**src/rtl/fft_frame_sequencer.sv**
```systemverilog
// Frames audio samples from the async FIFO read side into FFT_SIZE-sample
// Avalon-ST packets for the FFT sink, one frame in flight at a time.
module fft_frame_sequencer #(
    parameter int unsigned SAMPLE_WIDTH   = 24,
    parameter int unsigned FFT_SIZE_WIDTH = 10,
    parameter int unsigned FFT_SIZE       = 1 << FFT_SIZE_WIDTH
) (
    input  logic                    MCLK,
    input  logic                    RESET,
    input  logic                    enable,
    input  logic                    fifo_empty,
    input  logic [SAMPLE_WIDTH-1:0] fifo_data,
    output logic                    fifo_rd_en,
    input  logic                    sink_ready,
    output logic [SAMPLE_WIDTH-1:0] sink_real,
    output logic [SAMPLE_WIDTH-1:0] sink_imag,
    output logic                    sink_valid,
    output logic                    sink_sop,
    output logic                    sink_eop,
    input  logic                    source_valid,
    input  logic                    source_eop,
    input  logic [1:0]              source_error,
    output logic                    busy,
    output logic [15:0]             frame_count,
    output logic [15:0]             drop_count,
    output logic                    error
);

    localparam logic [FFT_SIZE_WIDTH-1:0] LAST_IDX = FFT_SIZE_WIDTH'(FFT_SIZE - 1);
    localparam logic [15:0]               DROP_MAX = 16'hFFFF;

    typedef enum logic [1:0] {
        ST_IDLE     = 2'd0,
        ST_STREAM   = 2'd1,
        ST_WAIT_SRC = 2'd2
    } state_t;

    state_t                    r_state;
    logic                      r_rd_pend;
    logic                      r_pend_drop;
    logic                      r_valid;
    logic                      r_sop;
    logic                      r_eop;
    logic                      r_busy;
    logic                      r_error;
    logic [SAMPLE_WIDTH-1:0]   r_real;
    logic [FFT_SIZE_WIDTH-1:0] r_cnt;
    logic [15:0]               r_frame_count;
    logic [15:0]               r_drop_count;

    logic w_xfer;
    logic w_src_done;
    logic w_rd_en;

    assign w_xfer     = r_valid && sink_ready;
    assign w_src_done = (r_state == ST_WAIT_SRC) && source_valid && source_eop;

    // Read strobe: one read in flight; in STREAM only into a free (or freeing)
    // output register and never in the eop cycle; elsewhere drain to drop.
    always_comb begin
        w_rd_en = 1'b0;
        if (!RESET && !fifo_empty && !r_rd_pend) begin
            if (r_state == ST_STREAM) begin
                w_rd_en = (!r_valid || w_xfer) && !(w_xfer && r_eop);
            end else begin
                w_rd_en = 1'b1;
            end
        end
    end

    // Read pipeline, output register, counters and frame sequencing.
    always_ff @(posedge MCLK or posedge RESET) begin
        if (RESET) begin
            r_state       <= ST_IDLE;
            r_rd_pend     <= 1'b0;
            r_pend_drop   <= 1'b0;
            r_valid       <= 1'b0;
            r_sop         <= 1'b0;
            r_eop         <= 1'b0;
            r_busy        <= 1'b0;
            r_error       <= 1'b0;
            r_real        <= '0;
            r_cnt         <= '0;
            r_frame_count <= '0;
            r_drop_count  <= '0;
        end else begin
            r_rd_pend <= w_rd_en;
            // A read's fate is fixed by the state it was issued in.
            if (w_rd_en) begin
                r_pend_drop <= (r_state != ST_STREAM);
            end

            // Returned word either fills the (always empty) register or is dropped.
            if (r_rd_pend && !r_pend_drop) begin
                r_valid <= 1'b1;
                r_real  <= fifo_data;
                r_sop   <= (r_cnt == '0);
                r_eop   <= (r_cnt == LAST_IDX);
            end else if (w_xfer) begin
                r_valid <= 1'b0;
                r_sop   <= 1'b0;
                r_eop   <= 1'b0;
            end

            if (r_rd_pend && r_pend_drop && (r_drop_count != DROP_MAX)) begin
                r_drop_count <= r_drop_count + 16'd1;
            end

            if (source_valid && (source_error != 2'b00)) begin
                r_error <= 1'b1;
            end

            case (r_state)
                ST_IDLE: begin
                    if (enable && !r_rd_pend) begin
                        r_state <= ST_STREAM;
                        r_busy  <= 1'b1;
                        r_cnt   <= '0;
                    end
                end
                ST_STREAM: begin
                    if (w_xfer) begin
                        r_cnt <= r_cnt + FFT_SIZE_WIDTH'(1);
                        if (r_eop) begin
                            r_state <= ST_WAIT_SRC;
                        end
                    end
                end
                ST_WAIT_SRC: begin
                    if (w_src_done) begin
                        r_frame_count <= r_frame_count + 16'd1;
                        r_cnt         <= '0;
                        if (enable) begin
                            r_state <= ST_STREAM;
                        end else begin
                            r_state <= ST_IDLE;
                            r_busy  <= 1'b0;
                        end
                    end
                end
                default: begin
                    r_state <= ST_IDLE;
                    r_busy  <= 1'b0;
                end
            endcase
        end
    end

    assign fifo_rd_en  = w_rd_en;
    assign sink_real   = r_real;
    assign sink_imag   = '0;
    assign sink_valid  = r_valid;
    assign sink_sop    = r_sop;
    assign sink_eop    = r_eop;
    assign busy        = r_busy;
    assign frame_count = r_frame_count;
    assign drop_count  = r_drop_count;
    assign error       = r_error;

endmodule

```
**config.mk**
```make
export PLATFORM = sky130hd
export DESIGN_NAME = fft_frame_sequencer
export DESIGN_NICKNAME = d
export VERILOG_FILES = /design/src/rtl/fft_frame_sequencer.sv
export SDC_FILE = /design/constraint.sdc
export NUM_CORES = 1
export LEC_CHECK = 0
export ABC_AREA = 0
export BUFFER_PORTS_ARGS = -buffer_cell sky130_fd_sc_hd__buf_2
export CORE_ASPECT_RATIO = 0.9
export CORE_UTILIZATION = 45
export CTS_CLUSTER_SIZE = 40
export DETAILED_ROUTE_END_ITERATION = 12
export GPL_TIMING_DRIVEN = 0
export PLACE_DENSITY = 0.79
export SLEW_MARGIN = 20
export SYNTH_ARGS = -nofsm -noshare
export SYNTH_HDL_FRONTEND = slang
export SYNTH_SLANG_ARGS = --single-unit
```
**constraint.sdc**
```tcl
create_clock -name MCLK -period 2.05 [get_ports MCLK]
set_input_delay 0.1025 -clock MCLK [delete_from_list [all_inputs] [get_ports MCLK]]
set_output_delay 0.1025 -clock MCLK [all_outputs]
set_load 0.02 [all_outputs]
```
==> impl_metrics.env, run 1 <==
export IMPL_clock_skew_ns=0.00869
export IMPL_gp_congestion=0.931
export IMPL_cp_slowest_stage_delay_ns=0.54
export IMPL_slowest_stage="or4b_4"
export IMPL_vias_per_cell=4.88
export IMPL_io_buffers=94
export IMPL_rsz0062_at_grt="false"
export IMPL_synthArstFlopShare_pct=100
export IMPL_n_fill_cell=608
export IMPL_cts_clk_slew_worst_paths_ns=0.07
export IMPL_die_h_um=86.1
export IMPL_synth_lib_cells_used_distinct=38
export IMPL_clk_latency_ns=0.34
export IMPL_slew_violations=0
export IMPL_layout_drive_gt1_share_pct=27.3
export IMPL_fin_total_pwr_uw=4640
export IMPL_timing_fmax_mhz=506
export IMPL_layout_nets=564
export IMPL_synth_commonest_cells="nand2_1 (93), dfrtp_1 (75), buf_4 (24), xor2_1 (22), nor2_1 (19)"
export IMPL_p_leak_uw=0.00254
export IMPL_fp_coreArea_um2=7580
export IMPL_holdWs_ns=0.0410
export IMPL_max_cap_violations=0
export IMPL_finalCriticalPeriod_ns=1.97
export IMPL_peakVddDrop_mv=0.787
export IMPL_yosysSeqAreaShare_pct=53.1
export IMPL_cp_required_ns=2.31
export IMPL_drc=0
export IMPL_fp_row_count=30
export IMPL_crit_path_end_kind="flop"
export IMPL_ff2ff_path_depth=6
export IMPL_crit_family="simple AND/OR/NAND/NOR gates"
export IMPL_post_dp_cell_area_um2=4240
export IMPL_grt_pass1_wl_mm=13.0
export IMPL_worstPathCellList="buf_6 -> or4b_4 -> and3_4 -> buf_4 -> or3_1 -> a21oi_1"
export IMPL_htreeDepth=3
export IMPL_gr_total_overflow=0
export IMPL_grt_max_degree=52
export IMPL_netlist_area_um2=3530
export IMPL_hpwl_mm=5.49
export IMPL_critPathMaxFanout=10
export IMPL_ys_warn_count=0
export IMPL_cp_depth=6
export IMPL_ios=119
export IMPL_fp_dieW_um=95.4
export IMPL_cts_tree="built"
export IMPL_path_class="reg -> reg"
export IMPL_synth_avg_cell_area_um2=9.55
export IMPL_yosys_top_cells_area="dfrtp_1 (53%), nand2_1 (9.9%), xor2_1 (5.5%)"
export IMPL_dieArea_um2=8210
export IMPL_ys_ff_latch=75
export IMPL_setup_viol=0
export IMPL_start_util_pct=46.6
export IMPL_start_kind="flop"
export IMPL_netlist_instances=370
export IMPL_routed_wl_mm=7.94
export IMPL_crit_buf_inv=2
export IMPL_synthFlopType="dfrtp_1"
export IMPL_cp_arrival_ns=2.23
export IMPL_synth_edf_count=0
export IMPL_firstDrtPassIters=4
export IMPL_hp_class="in -> reg"
export IMPL_num_vias=3062
export IMPL_slew_headroom_pct=62.7
export IMPL_antenna_found_initial=0
export IMPL_fin_area_um2=4720
export IMPL_utilization_pct=62.3
export IMPL_cts_sinks=75
export IMPL_synthDominantCellAreaShare_pct=53.1
export IMPL_hold_path_depth=3
export IMPL_first_global_vias=2929
export IMPL_finalCritPeriodShare_pct=96.3
export IMPL_grt_use_total_pct=20.2
export IMPL_p_per_area_nw_per_um2=983
export IMPL_antenna_cells=0
export IMPL_cts_made_buffers=9
export IMPL_yosysMostFrequentCell="nand2_1"
export IMPL_first_iter_violations=150
export IMPL_root_buffer="clkbuf_8"
export IMPL_avgRoutedWirePerCell_um=12.7
export IMPL_areaGrowthSynthToFinish_pct=33.6
export IMPL_yosysTopAreaCell="dfrtp_1"
export IMPL_tightestPinTransition_ns=0.560
export IMPL_ant_nets=0
export IMPL_run_status="complete, no violations"
export IMPL_clock_path_buffers=2
export IMPL_finalHoldViolCount=0
-- per-layer routing --
layer / track usage, % / share of wire, %
met1: 24.3 / 43
met4: 5.56 / 1.1
met5: 0 / 0
met3: 6.47 / 4.8
met2: 34.7 / 51
-- placed cells by master, fill, tap and decap left out, types with 4 or more instances in the layout --
master	Yosys	layout
a21oi_1	8	8
buf_2	1	94
buf_4	24	25
clkbuf_1	6	7
clkbuf_8	0	9
conb_1	1	24
dfrtp_1	75	75
dlygate4sd3_1	0	28
ha_1	4	4
inv_1	14	13
nand2_1	93	93
nand3_1	15	15
nand4_1	9	9
nor2_1	19	19
nor3_1	10	10
nor4_1	8	7
o21ai_0	14	14
or3_1	4	4
or4_1	5	5
xnor2_1	8	8
xor2_1	22	22
-- worst register-to-register path, cell delays in order, from the launching register on --
cell	delay, ns
dfrtp_1	0.37
buf_6	0.14
or4b_4	0.54
and3_4	0.20
buf_4	0.16
or3_1	0.34
a21oi_1	0.13
-- path summary, 6_finish.rpt --
path | startpoint | to | slack, ns
setup / recovery | r_state[1] | r_cnt[9] | 0.08
hold / removal | enable | r_state[0] | 0.04
setup reg to reg | r_state[1] | r_cnt[9] | 0.08
hold reg to reg | frame_count[15] | frame_count[15] | 0.46
max in group asynchronous | RESET | r_cnt[9] | 1.18
min in group asynchronous | RESET | sink_real[14] | 0.31
-- metrics by stage --
step                setup TNS [ns]  setup slack, ns  instances
global route                     0           0.0108        627
detailed placement               0           0.0277        584
CTS                              0           0.0151        627
global placement            -62.73           -0.840        583
floorplan                        0           0.0375        393
finish                           0           0.0755        627
-- power breakdown --
group	switching (uW)	internal [uW]
registers	271	1820
logic	942	529
clock network	526	552
total	1740	2900
-- sequential cells by signal (all words and copies together) (netlist names) --
signal and flops:
error 1, r_cnt 10, frame_count 16, sink_valid 1, drop_count 16, sink_sop 1
r_rd_pend 1, r_pend_drop 1, r_state 2, sink_real 24, sink_eop 1, busy 1
-- kinds of logic (layout without fill, tap and decap cells) --
| kind of cell | count (synthesis) | after routing | synth area share [%] |
|---|---|---|---|
| and+or+nand+nor | 179 | 179 | 24.0 |
| DFF | 75 | 75 | 53.1 |
| muxes | 3 | 3 | 0.956 |
| AOI/OAI and AO/OA | 32 | 32 | 5.24 |
| adders and majority gates | 4 | 4 | 1.42 |
| other | 1 | 24 | 0.106 |
| buffers and inverters | 46 | 184 | 7.68 |
| xor gates and xnor gates | 30 | 30 | 7.44 |
-- area by class of cell --
cell class	count	area (um^2)	area share, %
Buffer	32	221	4.69
Clock buffer	10	128	2.70
Clock inverter	5	55.1	1.17
Inverter	14	55.1	1.17
Multi-Input combinational cell	272	1490	31.5
Sequential cell	75	1880	39.8
Tap cell	96	120	2.54
Timing Repair Buffer	123	778	16.5
-- repair_timing --
item | CTS | global route
buffers inserted | 0 | 0
setup endpoints to repair | 0 | 5
endpoints found under the hold margin | 50 | 0
hold buffers | 28 | 0
resized for setup | 0 | 4
No activity file was read; power rests on OpenSTA's default activity.
==> run 2: changes to the inputs <==
--- a/config.mk
+++ b/config.mk
@@ -5,14 +5,14 @@
 export SDC_FILE = /design/constraint.sdc
 export NUM_CORES = 1
 export LEC_CHECK = 0
-export ABC_AREA = 0
+export ABC_AREA = 1
 export BUFFER_PORTS_ARGS = -buffer_cell sky130_fd_sc_hd__buf_2
 export CORE_ASPECT_RATIO = 0.9
-export CORE_UTILIZATION = 45
+export CORE_UTILIZATION = 47
 export CTS_CLUSTER_SIZE = 40
 export DETAILED_ROUTE_END_ITERATION = 12
 export GPL_TIMING_DRIVEN = 0
-export PLACE_DENSITY = 0.79
+export PLACE_DENSITY = 0.81
 export SLEW_MARGIN = 20
 export SYNTH_ARGS = -nofsm -noshare
 export SYNTH_HDL_FRONTEND = slang
==> run 2 against run 1 <==
The run now ends with design-rule violations left; sequential share of layout area fell by 3.9 points; final cell count rose by 17%; wire length rose by 16%; highest routed layer unchanged; cell area rose by 11%; critical path depth rose by 4; first-iteration DRC count fell by 21%; critical endpoint is now fifo_rd_en; die area rose by 5.7%; largest cell class unchanged; clock power rose by 30%; synthesized area rose by 11%.
==> impl_metrics.env, run 2 <==
export IMPL_run_status="finished, violations left"
export IMPL_violations="design-rule violations"
export IMPL_synth_compound_area_share_pct=3.27
export IMPL_holdWs_ns=0.112
export IMPL_synth_top_family_by_area="simple AND/OR/NAND/NOR gates"
export IMPL_yosysMostFrequentCell="nand2_1"
export IMPL_rsz0062_at_grt="false"
export IMPL_vias_per_cell=4.79
export IMPL_slew_headroom_pct=41.6
export IMPL_netlist_area_um2=3910
export IMPL_finalCritPeriodShare_pct=93.4
export IMPL_antenna_found_initial=0
export IMPL_layout_drive_gt1_share_pct=28.9
export IMPL_largest_reg_flops=24
export IMPL_routed_wl_mm=9.21
export IMPL_die_h_um=88.5
export IMPL_io_buffers=94
export IMPL_path_class="in -> out"
export IMPL_synthDominantCellAreaShare_pct=48.0
export IMPL_first_global_vias=3153
export IMPL_r2r_start="drop_count[0]"
export IMPL_critPathMaxFanout=17
export IMPL_start_kind="input pin"
export IMPL_synth_xor_area_share_pct=3.36
export IMPL_avgRoutedWirePerCell_um=12.6
export IMPL_antenna_cells=0
export IMPL_cts_setup_buffers=0
export IMPL_worst_r2r_setup_slack_ns=0.39
export IMPL_ys_warn_count=0
export IMPL_netlist_instances=467
export IMPL_gp_congestion=0.892
export IMPL_timing_fmax_mhz=522
export IMPL_firstDrtPassIters=10
export IMPL_clock_skew_ns=0.0104
export IMPL_worstHoldStart="fifo_empty"
export IMPL_post_dp_cell_area_um2=4640
export IMPL_layout_nets=666
export IMPL_setup_viol=0
export IMPL_final_common_cell="nand2_1"
export IMPL_cts_clk_slew_worst_paths_ns=0.08
export IMPL_num_vias=3512
export IMPL_cts_made_buffers=9
export IMPL_hold_end="r_rd_pend"
export IMPL_grt_pass1_wl_mm=14.4
export IMPL_peakVddDrop_mv=0.862
export IMPL_yosys_area_share_simple_pct=26.9
export IMPL_max_cap_violations=0
export IMPL_synthFlopType="dfrtp_1"
export IMPL_dieArea_um2=8680
export IMPL_ys_ff_latch=75
export IMPL_cts_sinks=75
export IMPL_grt_max_degree=35
export IMPL_yosys_top_cells_area="dfrtp_1 (48%), nand2_1 (14%), mux2_2 (6.9%)"
export IMPL_finalHoldViolCount=0
export IMPL_synthArstFlopShare_pct=100
export IMPL_fin_area_um2=5240
export IMPL_grt_use_total_pct=21.3
export IMPL_dp_cells=685
export IMPL_synth_avg_cell_area_um2=8.36
export IMPL_first_iter_violations=118
export IMPL_slew_violations=0
export IMPL_fin_cells=733
export IMPL_synth_fa_ha_area_share_pct=1.28
export IMPL_p_per_area_nw_per_um2=1060
export IMPL_fp_coreArea_um2=8070
export IMPL_cp_required_ns=1.95
export IMPL_p_leak_uw=0.00273
export IMPL_hp_class="in -> reg"
export IMPL_most_common_layout_cells="nand2_1 (146), buf_2 (101), dfrtp_1 (75), inv_1 (44), nor2_1 (41)"
export IMPL_root_buffer="clkbuf_8"
export IMPL_cts_tree="built"
export IMPL_synthMuxAreaShare_pct=6.92
export IMPL_yosysSeqAreaShare_pct=48.0
export IMPL_clk_latency_ns=0.35
export IMPL_clock_path_buffers=2
export IMPL_ant_nets=0
export IMPL_areaGrowthSynthToFinish_pct=34.1
export IMPL_start_util_pct=48.4
export IMPL_synth_edf_count=0
export IMPL_finalCriticalPeriod_ns=1.91
export IMPL_fp_dieW_um=98.1
export IMPL_tightestPinTransition_ns=0.873
export IMPL_hold_path_depth=4
export IMPL_yosysTopAreaCell="dfrtp_1"
export IMPL_r2r_end="drop_count[7]"
export IMPL_gr_total_overflow=0
export IMPL_ff2ff_path_depth=8
export IMPL_htreeDepth=3
export IMPL_hpwl_mm=6.34
export IMPL_synth_lib_cells_used_distinct=26
export IMPL_fp_row_count=31
export IMPL_ios=119
export IMPL_cp_arrival_ns=1.81
export IMPL_crit_path_end_kind="output port"
export IMPL_drc=6
export IMPL_synth_commonest_cells="nand2_1 (146), dfrtp_1 (75), inv_1 (45), nor2_1 (41), nand3_1 (27)"
==> run 2: cell types whose count changed after synthesis, moves of 6 or more <==
| cell | previous run | this run |
|---|---|---|
| nand2_1 | 93 | 146 |
| inv_1 | 14 | 45 |
| nor2_1 | 19 | 41 |
| mux2_2 | 3 | 24 |
| xor2_1 | 22 | 7 |
| nand3_1 | 15 | 27 |
| nor4_1 | 8 | 0 |
| nor3_1 | 10 | 3 |
| a21oi_1 | 8 | 2 |
| clkbuf_1 | 6 | 0 |
==> run 2: how the worst max path moves through the flow <==
stage / cells after the start / slack, ns / from / endpoint
6_report: 10 / 0.14 / RESET / fifo_rd_en
5_1_grt: 5 / 0.03 / RESET / sink_real[7]
4_1_cts: 5 / 0.02 / RESET / drop_count[2]
3_5_place_dp: 9 / 0.12 / RESET / fifo_rd_en
3_3_place_gp: 5 / -0.40 / RESET / fifo_rd_en
2_1_floorplan: 3 / 0.20 / RESET / r_rd_pend
==> run 2: layer usage <==
layer  part of all wire [%]  wire [um]  track usage [%]
met5                      0          0                0
met4                    1.7        159             9.23
met3                    4.6        424             4.42
met2                     52       4810             38.3
met1                     41       3820             25.2
==> run 2: what timing repair did <==
item | 4_1_cts | 5_1_grt
gates resized for setup | 0 | 2
hold buffers | 30 | 1
endpoints found under the setup margin | 0 | 1
endpoints found under the hold margin | 49 | 1
==> run 2: final cells by class <==
class / count / area, um^2
tap: 99 / 124
fill: 705 / 2830
multi-input combinational: 338 / 1730
inverter: 46 / 176
timing repair buffer: 128 / 866
buffer: 31 / 221
clock inverter: 7 / 125
clock buffer: 9 / 124
sequential: 75 / 1880
==> run 2: logic make-up after synthesis <==
group	after synthesis
AND/OR/NAND/NOR	246
flip-flops	75
other	1
AO/OA/AOI/OAI	25
XOR/XNOR	15
buffers and inverters	77
multiplexers	24
adder cells (fa/ha/maj)	4
==> run 2: metrics by stage <==
step / TNS (ns) / setup slack, ns / total power (uW) / util [%]
floorplan: 0 / 0.200 / 3440 / -
global placement: -0.940 / -0.400 / 3980 / 56.9
detailed placement: 0 / 0.125 / 4070 / 57.5
CTS: 0 / 0.0235 / 5530 / 64.4
global route: 0 / 0.0263 / 5820 / 65.0
finish: 0 / 0.136 / 5530 / 65.0
==> run 2: worst max-delay path, cell delays in order <==
cell	delay, ns
dlygate4sd3_1	0.55
buf_2	0.14
clkinvlp_4	0.12
buf_16	0.13
buf_16	0.15
nand2_1	0.08
nor3_2	0.21
inv_1	0.06
nand2_1	0.09
buf_2	0.18
==> run 2: power by group <==
group	switching (uW)	internal (uW)
clock network	580	819
logic	1210	778
registers	279	1860
==> run 3: changes to the inputs <==
--- a/config.mk
+++ b/config.mk
@@ -8,12 +8,13 @@
 export ABC_AREA = 1
 export BUFFER_PORTS_ARGS = -buffer_cell sky130_fd_sc_hd__buf_2
 export CORE_ASPECT_RATIO = 0.9
-export CORE_UTILIZATION = 47
+export CORE_UTILIZATION = 50
 export CTS_CLUSTER_SIZE = 40
 export DETAILED_ROUTE_END_ITERATION = 12
 export GPL_TIMING_DRIVEN = 0
-export PLACE_DENSITY = 0.81
+export PLACE_DENSITY = 0.82
 export SLEW_MARGIN = 20
 export SYNTH_ARGS = -nofsm -noshare
 export SYNTH_HDL_FRONTEND = slang
 export SYNTH_SLANG_ARGS = --single-unit
+export TNS_END_PERCENT = 20
==> constraint.sdc (replaced) <==
create_clock -name MCLK -period 2.37 [get_ports MCLK]
set_input_delay 0.1185 -clock MCLK [delete_from_list [all_inputs] [get_ports MCLK]]
set_output_delay 0.1185 -clock MCLK [all_outputs]
set_load 0.02 [all_outputs]
==> run 3 against run 2 <==
The flow now finishes without violations; largest cell class unchanged; critical endpoint unchanged; count of clock-buffer cells in the layout rose by 2; die area fell by 5.9%; critical path type unchanged; core utilization rose by 2.9 points; hold slack got worse by 0.086 ns; via count fell by 0.54%.
==> impl_metrics.env, run 3 (synthesized netlist as in run 2, its figures left out) <==
export IMPL_finalCritPeriodShare_pct=86.5
export IMPL_cts_sinks=75
export IMPL_antenna_found_initial=0
export IMPL_finalSetupTns_ns=0
export IMPL_clk_latency_ns=0.36
export IMPL_clock_path_buffers=2
export IMPL_gr_total_overflow=0
export IMPL_p_leak_uw=0.00266
export IMPL_ios=119
export IMPL_num_vias=3493
export IMPL_hp_class="in -> reg"
export IMPL_io_buffers=94
export IMPL_clock_skew_ns=0.00798
export IMPL_dp_cells=682
export IMPL_tightestPinTransition_ns=0.924
export IMPL_die_h_um=85.9
export IMPL_m1WireLength_mm=3.80
export IMPL_p_per_area_nw_per_um2=902
export IMPL_first_global_vias=3322
export IMPL_hold_end="sink_valid"
export IMPL_path_class="in -> out"
export IMPL_firstDrtPassIters=5
export IMPL_hpwl_mm=6.55
export IMPL_cts_clk_slew_worst_paths_ns=0.08
export IMPL_rsz0062_at_grt="false"
export IMPL_wl_met2_mm=4.89
export IMPL_met3WireLength_um=524
export IMPL_run_status="complete, no violations"
export IMPL_crit_path_end_kind="output port"
export IMPL_grt_max_degree=33
export IMPL_grt_pass1_wl_mm=15.1
export IMPL_start_util_pct=51.8
export IMPL_top_layer="met4"
export IMPL_fp_coreArea_um2=7540
export IMPL_fin_area_um2=5120
export IMPL_max_cap_violations=0
export IMPL_fp_dieW_um=95.2
export IMPL_antenna_cells=0
export IMPL_setup_viol=0
export IMPL_cts_tree="built"
export IMPL_slew_violations=0
export IMPL_gp_congestion=0.875
export IMPL_grt_use_total_pct=24.4
export IMPL_worst_r2r_setup_slack_ns=0.72
export IMPL_most_common_layout_cells="nand2_1 (146), buf_2 (100), dfrtp_1 (75), inv_1 (44), nor2_1 (41)"
export IMPL_routed_wl_mm=9.40
export IMPL_r2r_start="drop_count[0]"
export IMPL_fp_row_count=30
export IMPL_hold_path_depth=2
export IMPL_cp_required_ns=2.25
export IMPL_largest_reg_flops=24
export IMPL_htreeDepth=3
export IMPL_peakVddDrop_mv=0.649
export IMPL_root_buffer="clkbuf_8"
export IMPL_avgRoutedWirePerCell_um=12.9
export IMPL_fin_cells=726
export IMPL_post_dp_cell_area_um2=4630
export IMPL_slew_headroom_pct=38.2
export IMPL_cp_arrival_ns=1.93
export IMPL_cts_made_buffers=9
export IMPL_first_iter_violations=128
export IMPL_ff2ff_path_depth=9
export IMPL_dieArea_um2=8170
export IMPL_drc=0
export IMPL_layout_drive_gt1_share_pct=28.4
export IMPL_layout_nets=662
export IMPL_finalHoldViolCount=0
export IMPL_ant_nets=0
export IMPL_start_kind="input pin"
export IMPL_areaGrowthSynthToFinish_pct=31.1
export IMPL_vias_per_cell=4.81
export IMPL_timing_fmax_mhz=488
export IMPL_final_common_cell="nand2_1"
export IMPL_critPathMaxFanout=32
export IMPL_worstHoldStart="sink_ready"
export IMPL_finalCriticalPeriod_ns=2.05
export IMPL_r2r_end="drop_count[13]"
-- run 3: how the worst max path moves through the flow --
stage,start,endpoint,slack (ns),depth (start not counted)
6_report,RESET,fifo_rd_en,0.32,10
5_1_grt,RESET,fifo_rd_en,0.17,10
4_1_cts,RESET,fifo_rd_en,0.32,10
3_5_place_dp,RESET,fifo_rd_en,0.52,9
3_3_place_gp,RESET,fifo_rd_en,-0.13,5
2_1_floorplan,RESET,r_rd_pend,0.50,3
-- run 3: final cells by class --
cell class | instances | area, um^2
fillers | 627 | 2420
flip-flops and latches | 75 | 1880
multi-input cells | 338 | 1720
repair buffers | 124 | 791
plain buffers | 31 | 221
inverters | 46 | 176
clock buffers | 11 | 151
well taps | 96 | 120
clock inverters | 5 | 61.3
-- run 3: report_power, final --
part	internal, uW	switching, uW
combinational	662	1060
clock	545	502
sequential	1610	238
total	2820	1800
-- run 3: critical path, stage by stage --
cell and delay [ns]:
dlygate4sd3_1 0.54, buf_2 0.14, clkinvlp_4 0.08, buf_12 0.18, buf_12 0.22, nand2_1 0.07, nor3_1 0.22, inv_1 0.07
nand2_1 0.09, buf_2 0.18
-- run 3: stage by stage --
step	hold WS [ns]	power, uW	setup slack (ns)	utilization, %
4_1_cts	0.00254	4620	0.318	67.9
6_report	0.0264	4620	0.320	67.9
3_3_place_gp	0.349	3450	-0.127	60.8
5_1_grt	0.0224	4880	0.169	67.9
2_1_floorplan	0.226	2980	0.504	-
3_5_place_dp	0.177	3530	0.516	61.3
-- run 3: per-layer routing --
metal  track usage (%)  vias to the layer above
met1              28.3                     1611
met3              6.83                       18
li1                  -                     1747
met4              10.5                        0
met2              41.9                      117
met5                 0                        -
-- run 3: what timing repair did --
| item | in CTS | in global routing |
|---|---|---|
| hold buffers | 28 | 0 |
| resized for setup | 0 | 0 |
| buffers inserted | 0 | 0 |
| endpoints found under the hold margin | 45 | 0 |
